## config.mk

```make
export PLATFORM = sky130hd
export DESIGN_NAME = mult_arbiter
export DESIGN_NICKNAME = d
export VERILOG_FILES = /design/src/rtl/mult_arbiter.sv
export SDC_FILE = /design/constraint.sdc
export NUM_CORES = 1
export LEC_CHECK = 0
export ABC_AREA = 1
export BUFFER_PORTS_ARGS = -buffer_cell sky130_fd_sc_hd__buf_2
export CORE_MARGIN = 4
export CORE_UTILIZATION = 40
export DETAILED_ROUTE_END_ITERATION = 8
export PLACE_DENSITY = 0.76
export SYNTH_ARGS = -nofsm -noshare
export SYNTH_HDL_FRONTEND = slang
export SYNTH_SLANG_ARGS = --single-unit
```

## constraint.sdc

```tcl
create_clock -name clock -period 2.4 [get_ports clock]
set_clock_uncertainty 0.15 [all_clocks]
set_input_delay 0.24 -clock clock [delete_from_list [all_inputs] [get_ports clock]]
set_output_delay 0.24 -clock clock [all_outputs]
set_load 0.02 [all_outputs]
```

## src/rtl/mult_arbiter.sv

```systemverilog
// Round-robin front end that time-shares one start/ready sequential multiplier
// between NREQ requesters and returns each product tagged with its owner.
module mult_arbiter #(
    parameter int N    = 4,
    parameter int NREQ = 4,
    parameter int IDW  = $clog2(NREQ),
    parameter int TMO  = 2*N+8
) (
    input  logic                  clock,
    input  logic                  reset,
    input  logic [NREQ-1:0]       req,
    input  logic [NREQ*N-1:0]     a,
    input  logic [NREQ*N-1:0]     b,
    output logic [NREQ-1:0]       gnt,
    output logic                  done,
    output logic [IDW-1:0]        done_id,
    output logic [2*N-1:0]        result,
    output logic                  busy,
    output logic                  err,
    output logic                  mul_start,
    output logic [N-1:0]          mul_multiplicand,
    output logic [N-1:0]          mul_multiplier,
    input  logic                  mul_ready,
    input  logic [2*N-1:0]        mul_product
);

    localparam int CW = $clog2(TMO);

    typedef enum logic [1:0] {IDLE, ISSUE, WAIT, DONE} state_t;

    state_t                  state, state_nx;
    logic [IDW-1:0]          ptr, id, win;
    logic                    found, seen_low;
    logic [CW-1:0]           wdog;
    logic [NREQ-1:0][N-1:0]  a_v, b_v;
    logic                    arb, complete, expire;

    assign a_v = a;
    assign b_v = b;

    function automatic logic [IDW-1:0] wrap_inc(input logic [IDW-1:0] p, input int unsigned k);
        int unsigned s;
        s = int'(p) + k;
        if (s >= NREQ) s = s - NREQ;
        return IDW'(s);
    endfunction

    // first set request at or after ptr, searching upward with wrap
    always_comb begin
        found = 1'b0;
        win   = '0;
        for (int k = 0; k < NREQ; k++) begin
            if (!found && req[wrap_inc(ptr, k)]) begin
                found = 1'b1;
                win   = wrap_inc(ptr, k);
            end
        end
    end

    // a ready seen before any low cycle belongs to the previous operation
    assign arb      = mul_ready && found;
    assign complete = mul_ready && seen_low;
    assign expire   = (wdog == CW'(TMO-1));

    always_comb begin
        state_nx  = state;
        gnt       = '0;
        mul_start = 1'b0;
        done      = 1'b0;
        busy      = (state != IDLE);
        case (state)
            IDLE:  if (arb) state_nx = ISSUE;
            ISSUE: begin
                gnt[id]   = 1'b1;
                mul_start = 1'b1;
                state_nx  = WAIT;
            end
            WAIT: begin
                if (complete)    state_nx = DONE;
                else if (expire) state_nx = IDLE;
            end
            DONE: begin
                done     = 1'b1;
                state_nx = IDLE;
            end
            default: state_nx = IDLE;
        endcase
    end

    always_ff @(posedge clock or negedge reset) begin
        if (!reset) begin
            state            <= IDLE;
            ptr              <= '0;
            id               <= '0;
            mul_multiplicand <= '0;
            mul_multiplier   <= '0;
            result           <= '0;
            done_id          <= '0;
            seen_low         <= 1'b0;
            wdog             <= '0;
            err              <= 1'b0;
        end else begin
            state <= state_nx;
            err   <= 1'b0;
            case (state)
                IDLE: if (arb) begin
                    id               <= win;
                    ptr              <= wrap_inc(win, 1);
                    mul_multiplicand <= a_v[win];
                    mul_multiplier   <= b_v[win];
                end
                ISSUE: begin
                    seen_low <= 1'b0;
                    wdog     <= '0;
                end
                WAIT: begin
                    if (!mul_ready) seen_low <= 1'b1;
                    wdog <= wdog + 1'b1;
                    if (complete) begin
                        result  <= mul_product;
                        done_id <= id;
                    end else if (expire) begin
                        err <= 1'b1;
                    end
                end
                default: ;
            endcase
        end
    end

endmodule

```

==> impl_metrics.ini, run 1 <==
[clocking]
cts-root-buf = clkbuf_8
cts_buffers = 5
cts_setup_buffers = 0
clockBufferDepth = 2
clk_latency_ns = 0.28
ctsHtreeMaxLevel = 2
tritoncts = built
clk_pin_slew_ns = 0.07
clock-sinks = 30

[logic_synthesis]
synth_mux_area_share_pct = 0
synth_top_family_by_area = simple AND/OR/NAND/NOR gates
synth_area_per_cell_sq_um = 6.76
ys_seq_area_share_pct = 37.4
synth_compound_area_share_pct = 4.99
ys.flop_type = dfrtp_1
synth-edff-count = 0
ys_warn_count = 0
synth-simple-area-share_pct = 41.1
netlist_instances = 297
synth_xor_area_share_pct = 0.436
synth_fp_nets = 349
synth_fa_ha_area_share_pct = 3.12
yosys_register_bits = 30
synth_area_sq_um = 2010
synthArstFlopShare_pct = 100
yosysUniqueCellTypes = 27

[final_layout]
layout-drive-gt1-share_pct = 26.6
mostFrequentLayoutCells = nand2_1, buf_2, inv_1
antenna_cells = 0
synthToLayoutAreaGrowth_pct = 29.4
layout_commonest_cell = nand2_1
nets = 430
design_area_sq_um = 2600

[placement]
place_congestion = 0.888
place_area_sq_um = 2430
hpwl_mm = 3.89
dp_slack_ns = 0.234
port-buffer-count = 72

[critical_path]
cp.required_ns = 2.41
r2r_start = ptr[0]
crit_path_start_kind = flip-flop
crit_path_start = ptr[0]
cp_max_fo = 10
path_class = reg -> reg
critPathCaptureType = flip-flop
worstPathArrival_ns = 2.16

[global_routing]
grt_pass1_vias = 1953
grt_overflow_total = 0
grt.total_usage_pct = 16.8
grt_max_degree = 31
grt_pass1_wl_mm = 8.34
antenna_found_initial = 0

[pwr]
powerDensity_nw_per_um2 = 1480
power_mw = 3.83
leakage_nw = 1.58
vdd_drop_max_mv = 0.710

[sta]
hold_viol_final = 0
maxSlewViolCount = 0
fin_hold_ws_ns = 0.0101
rsz0062_at_grt = no
relSlewSlack_pct = 55.2
finalCritPeriodShare_pct = 89.4
worstMarginPinSlew_ns = 0.672
fmax_ghz = 0.466
finalSetupViolCount = 0
fin_tns_setup_ns = 0
layout_min_cycle_time_ns = 2.14
layout_setup_ws_ns = 0.255

[drt]
vias_per_cell = 4.75
dr.pass1.iters = 4
drtIter0Drc = 97
num_vias = 2119
routed_wl_mm = 5.14
postRouteAntennaNets = 0
drc = 0
wl_per_cell_microns = 11.5

[floorplan]
dieArea_sq_um = 6210
rows = 25
start_util_pct = 41.9
io_pins = 73
die_w_microns = 78.8
die_h_microns = 78.8
core_area_sq_um = 4790

[status]
status = finished, final reports clean

[min_path]
hp-start = mul_product[7]
hold_class = in -> reg

[flow_run]
max_cap_violations = 0
## state kept, by name, summed over array words and instances, names as in the netlist
signal / flops
seen_low: 1
wdog: 4
done_id: 2
mul_multiplier: 4
mul_multiplicand: 4
ptr: 2
state: 2
err: 1
result: 8
id: 2
## metrics by stage
stage	util, %	instances
floorplan	-	297
global placement	50.8	433
detailed placement	50.8	433
CTS	54.2	446
global route	54.2	446
finish	54.2	446
## synthesized netlist by cell type (3+ instances only)
cell	instances	area [sq um]
nand4_1	17	106
a21oi_1	8	40.0
nor2_1	5	18.8
o21ai_0	6	30.0
buf_2	5	25.0
dfrtp_1	30	751
nand2_1	119	447
inv_1	48	180
nand2_2	4	25.0
nand3_1	26	130
nor3_1	4	20.0
inv_2	3	11.3
ha_1	5	62.6
## layer usage
metal  global-route usage [%]  part of all wire [%]  vias to the layer above
met4                     7.22                   2.1                        0
met2                     29.3                    51                       53
met3                     3.40                   4.4                       12
met5                        0                     0                        -
met1                     20.0                    43                      965
li1                         -                     -                     1089
## logic make-up (layout without fill, tap and decap cells)
logic type                 Yosys count  after routing
and+or+nand+nor                    182            182
AOI/OAI and AO/OA                   18             18
xor gates and xnor gates             1              1
adders and majority gates            5              5
buffers and inverters               61            143
DFF                                 30             30
## area by class of cell
class                           count  area, sq um
Clock buffer                        5         68.8
Tap cell                           67         83.8
Timing Repair Buffer               82          448
Multi-Input combinational cell    206          997
Sequential cell                    30          751
Fill cell                         492         2190
Inverter                           53          208
Clock inverter                      3         40.0
## path summary, 6_finish.rpt
kind | slack [ns] | endpoint | depth (start not counted)
max | 0.26 | mul_multiplier[1] | 12
min | 0.01 | result[7] | 3
max reg2reg | 0.26 | mul_multiplier[1] | 12
min reg2reg | 0.32 | result[2] | 2
max in group asynchronous | 1.28 | mul_multiplicand[1] | 2
min in group asynchronous | 0.37 | state[0] | 2
## worst max-delay path: stages, from the launching register on
cell and delay [ns]:
dfrtp_1 0.51, inv_6 0.15, nand2_1 0.08, nand3_1 0.09
nand2_1 0.12, nor2_4 0.18, nand3_1 0.09, nand2_1 0.14
clkinvlp_4 0.20, nand3_1 0.11, nand2_1 0.05, nand2_1 0.07
nand2_1 0.07
## power breakdown
part           total (mW)  switching (mW)  internal, mW
Clock               0.497           0.192         0.305
Sequential          0.911           0.181         0.730
Combinational        2.42            1.60         0.824
Total                3.83            1.97          1.86
## what timing repair did
item	4_1_cts	5_1_grt
endpoints found under the hold margin	34	0
setup endpoints to repair	0	1
hold buffers	5	0
gates resized for setup	0	1
No activity file was read; power rests on OpenSTA's default activity.
==> run 2: changes to the inputs <==
- CORE_MARGIN: 4 -> 2
==> run 2 against run 1 <==
Compared with the run above: setup slack better by 0.0087 ns; sequential share of layout area grew 0.30 points; largest power group unchanged; clock power about the same; largest cell class unchanged; first-iteration DRC count rose by 22%; register-to-register slack about the same.
==> impl_metrics.ini, run 2 (same netlist as run 1, synthesis figures left out) <==
[clocking]
ctsHtreeMaxLevel = 2
cts_hold_buf = 2
postCtsResizedCells = 0
cts_buffers = 5
clk_latency_ns = 0.28
tritoncts = built
clock-sinks = 30
cts-root-buf = clkbuf_8
clockBufferDepth = 2
cts_setup_buffers = 0
clk_pin_slew_ns = 0.06

[pwr]
p_switching_mw = 1.96
seq_power_share_pct = 23.8
p_int_mw = 1.86
vdd_drop_max_mv = 0.581
leakage_nw = 1.57
p_comb_share_pct = 63.2
powerDensity_nw_per_um2 = 1490
clkPwrFrac_pct = 13.0
sw_frac_of_total_pct = 51.3

[global_routing]
grt_pass1_vias = 1961
grt.total_usage_pct = 19.4
grt_max_degree = 31
antenna_found_initial = 0
grt_pass1_wl_mm = 8.41
grt_overflow_total = 0

[placement]
dp_slack_ns = 0.273
dpl.cell_count = 434
port-buffer-count = 72
hpwl_mm = 3.70
place_congestion = 0.924

[critical_path]
cp_max_fo = 10
cp_slowest_stage_delay_ns = 0.58
cp.required_ns = 2.42
cpMostUsedCell = nand2_1
critPathCaptureType = flip-flop
worstPathArrival_ns = 2.16
crit_family = simple AND/OR/NAND/NOR gates
path_class = reg -> reg
crit_slowest_cell = dfrtp_1
path_buf_inv = 2
crit_chain = inv_6 -> nand2_1 -> nand2_2 -> nand2_2 -> nand2_2 -> nor2_4 -> nand3_1 -> nand2_1 -> clkinv_1 -> nand3_1 -> nand2_1 -> nand2_1 -> nand2_1
crit_path_start_kind = flip-flop

[drt]
postRouteAntennaNets = 0
dr.pass1.iters = 4
wl_per_cell_microns = 11.2
num_vias = 2108
drtIter0Drc = 118
vias_per_cell = 4.75
routed_wl_mm = 4.97
drc = 0

[floorplan]
io_pins = 73
die_h_microns = 74.8
die_w_microns = 74.8
start_util_pct = 41.9
rows = 25
core_area_sq_um = 4790
dieArea_sq_um = 5600

[sta]
fin_tns_setup_ns = 0
finalSetupViolCount = 0
worstMarginPinSlew_ns = 0.668
finalCritPeriodShare_pct = 89.0
rsz0062_at_grt = no
fmax_ghz = 0.468
layout_min_cycle_time_ns = 2.14
maxSlewViolCount = 0
layout_setup_ws_ns = 0.264
relSlewSlack_pct = 55.5
hold_viol_final = 0

[final_layout]
antenna_cells = 0
layout_commonest_cell = nand2_1
mostFrequentLayoutCells = nand2_1, buf_2, inv_1
nFillCells = 478
fin_util_pct = 53.7
fin_cells = 444
largest_reg_flops = 8
regMostFlops = result
nets = 428
synthToLayoutAreaGrowth_pct = 28.1
layout-drive-gt1-share_pct = 26.8

[status]
status = finished, final reports clean

[flow_run]
max_cap_violations = 0

[min_path]
hold_class = in -> reg
## run 2: final timing paths
check	start	to	slack, ns	cells after the start
setup / recovery	ptr[0]	mul_multiplicand[0]	0.26	13
hold / removal	mul_product[3]	result[3]	0.006	3
setup reg to reg	ptr[0]	mul_multiplicand[0]	0.26	13
hold reg to reg	result[4]	result[4]	0.32	2
max in group asynchronous	reset	mul_multiplicand[0]	1.29	2
min in group asynchronous	reset	done_id[1]	0.38	2
## run 2: layout make-up
class	count	area (sq um)	area share (%)
timing repair buffer	80	425	16.6
sequential	30	751	29.2
tap	67	83.8	3.26
clock inverter	3	40.0	1.56
clock buffer	5	68.8	2.68
inverter	53	204	7.94
multi-input combinational	206	997	38.8
## run 2: power by group through the flow
stage / combinational, mW / sequential, mW / clock [mW]
final: 2.42 / 0.908 / 0.496
after global routing: 2.72 / 0.943 / 0.539
after CTS: 2.42 / 0.909 / 0.510
after detailed placement: 2.41 / 0.912 / 0
after global placement: 2.34 / 0.911 / 0
after floorplan: 1.71 / 1.03 / 0
## run 2: per-layer routing
metal | routed length, microns | up-vias | part of all wire (%) | global-route usage [%]
met1 | 2220 | 950 | 45 | 25.1
met2 | 2430 | 63 | 49 | 32.6
met5 | 0 | - | 0 | 0
met3 | 264 | 4 | 5.3 | 4.82
li1 | - | 1091 | - | -
met4 | 53 | 0 | 1.1 | 5.36
## run 2: per-stage QoR
stage	power (mW)	area (sq um)	hold WS, ns
finish	3.82	2570	0.00611
global route	4.20	2570	0.0129
CTS	3.84	2570	0.0000809
detailed placement	3.32	2440	0.174
global placement	3.25	2440	0.163
floorplan	2.74	2010	-0.206
## run 2: tightest hold or removal path: cells and delay by family
| family | cells | cell delay [ns] |
|---|---|---|
| buffers and inverters | 1 | 0.07 |
| and+or+nand+nor | 2 | 0.09 |
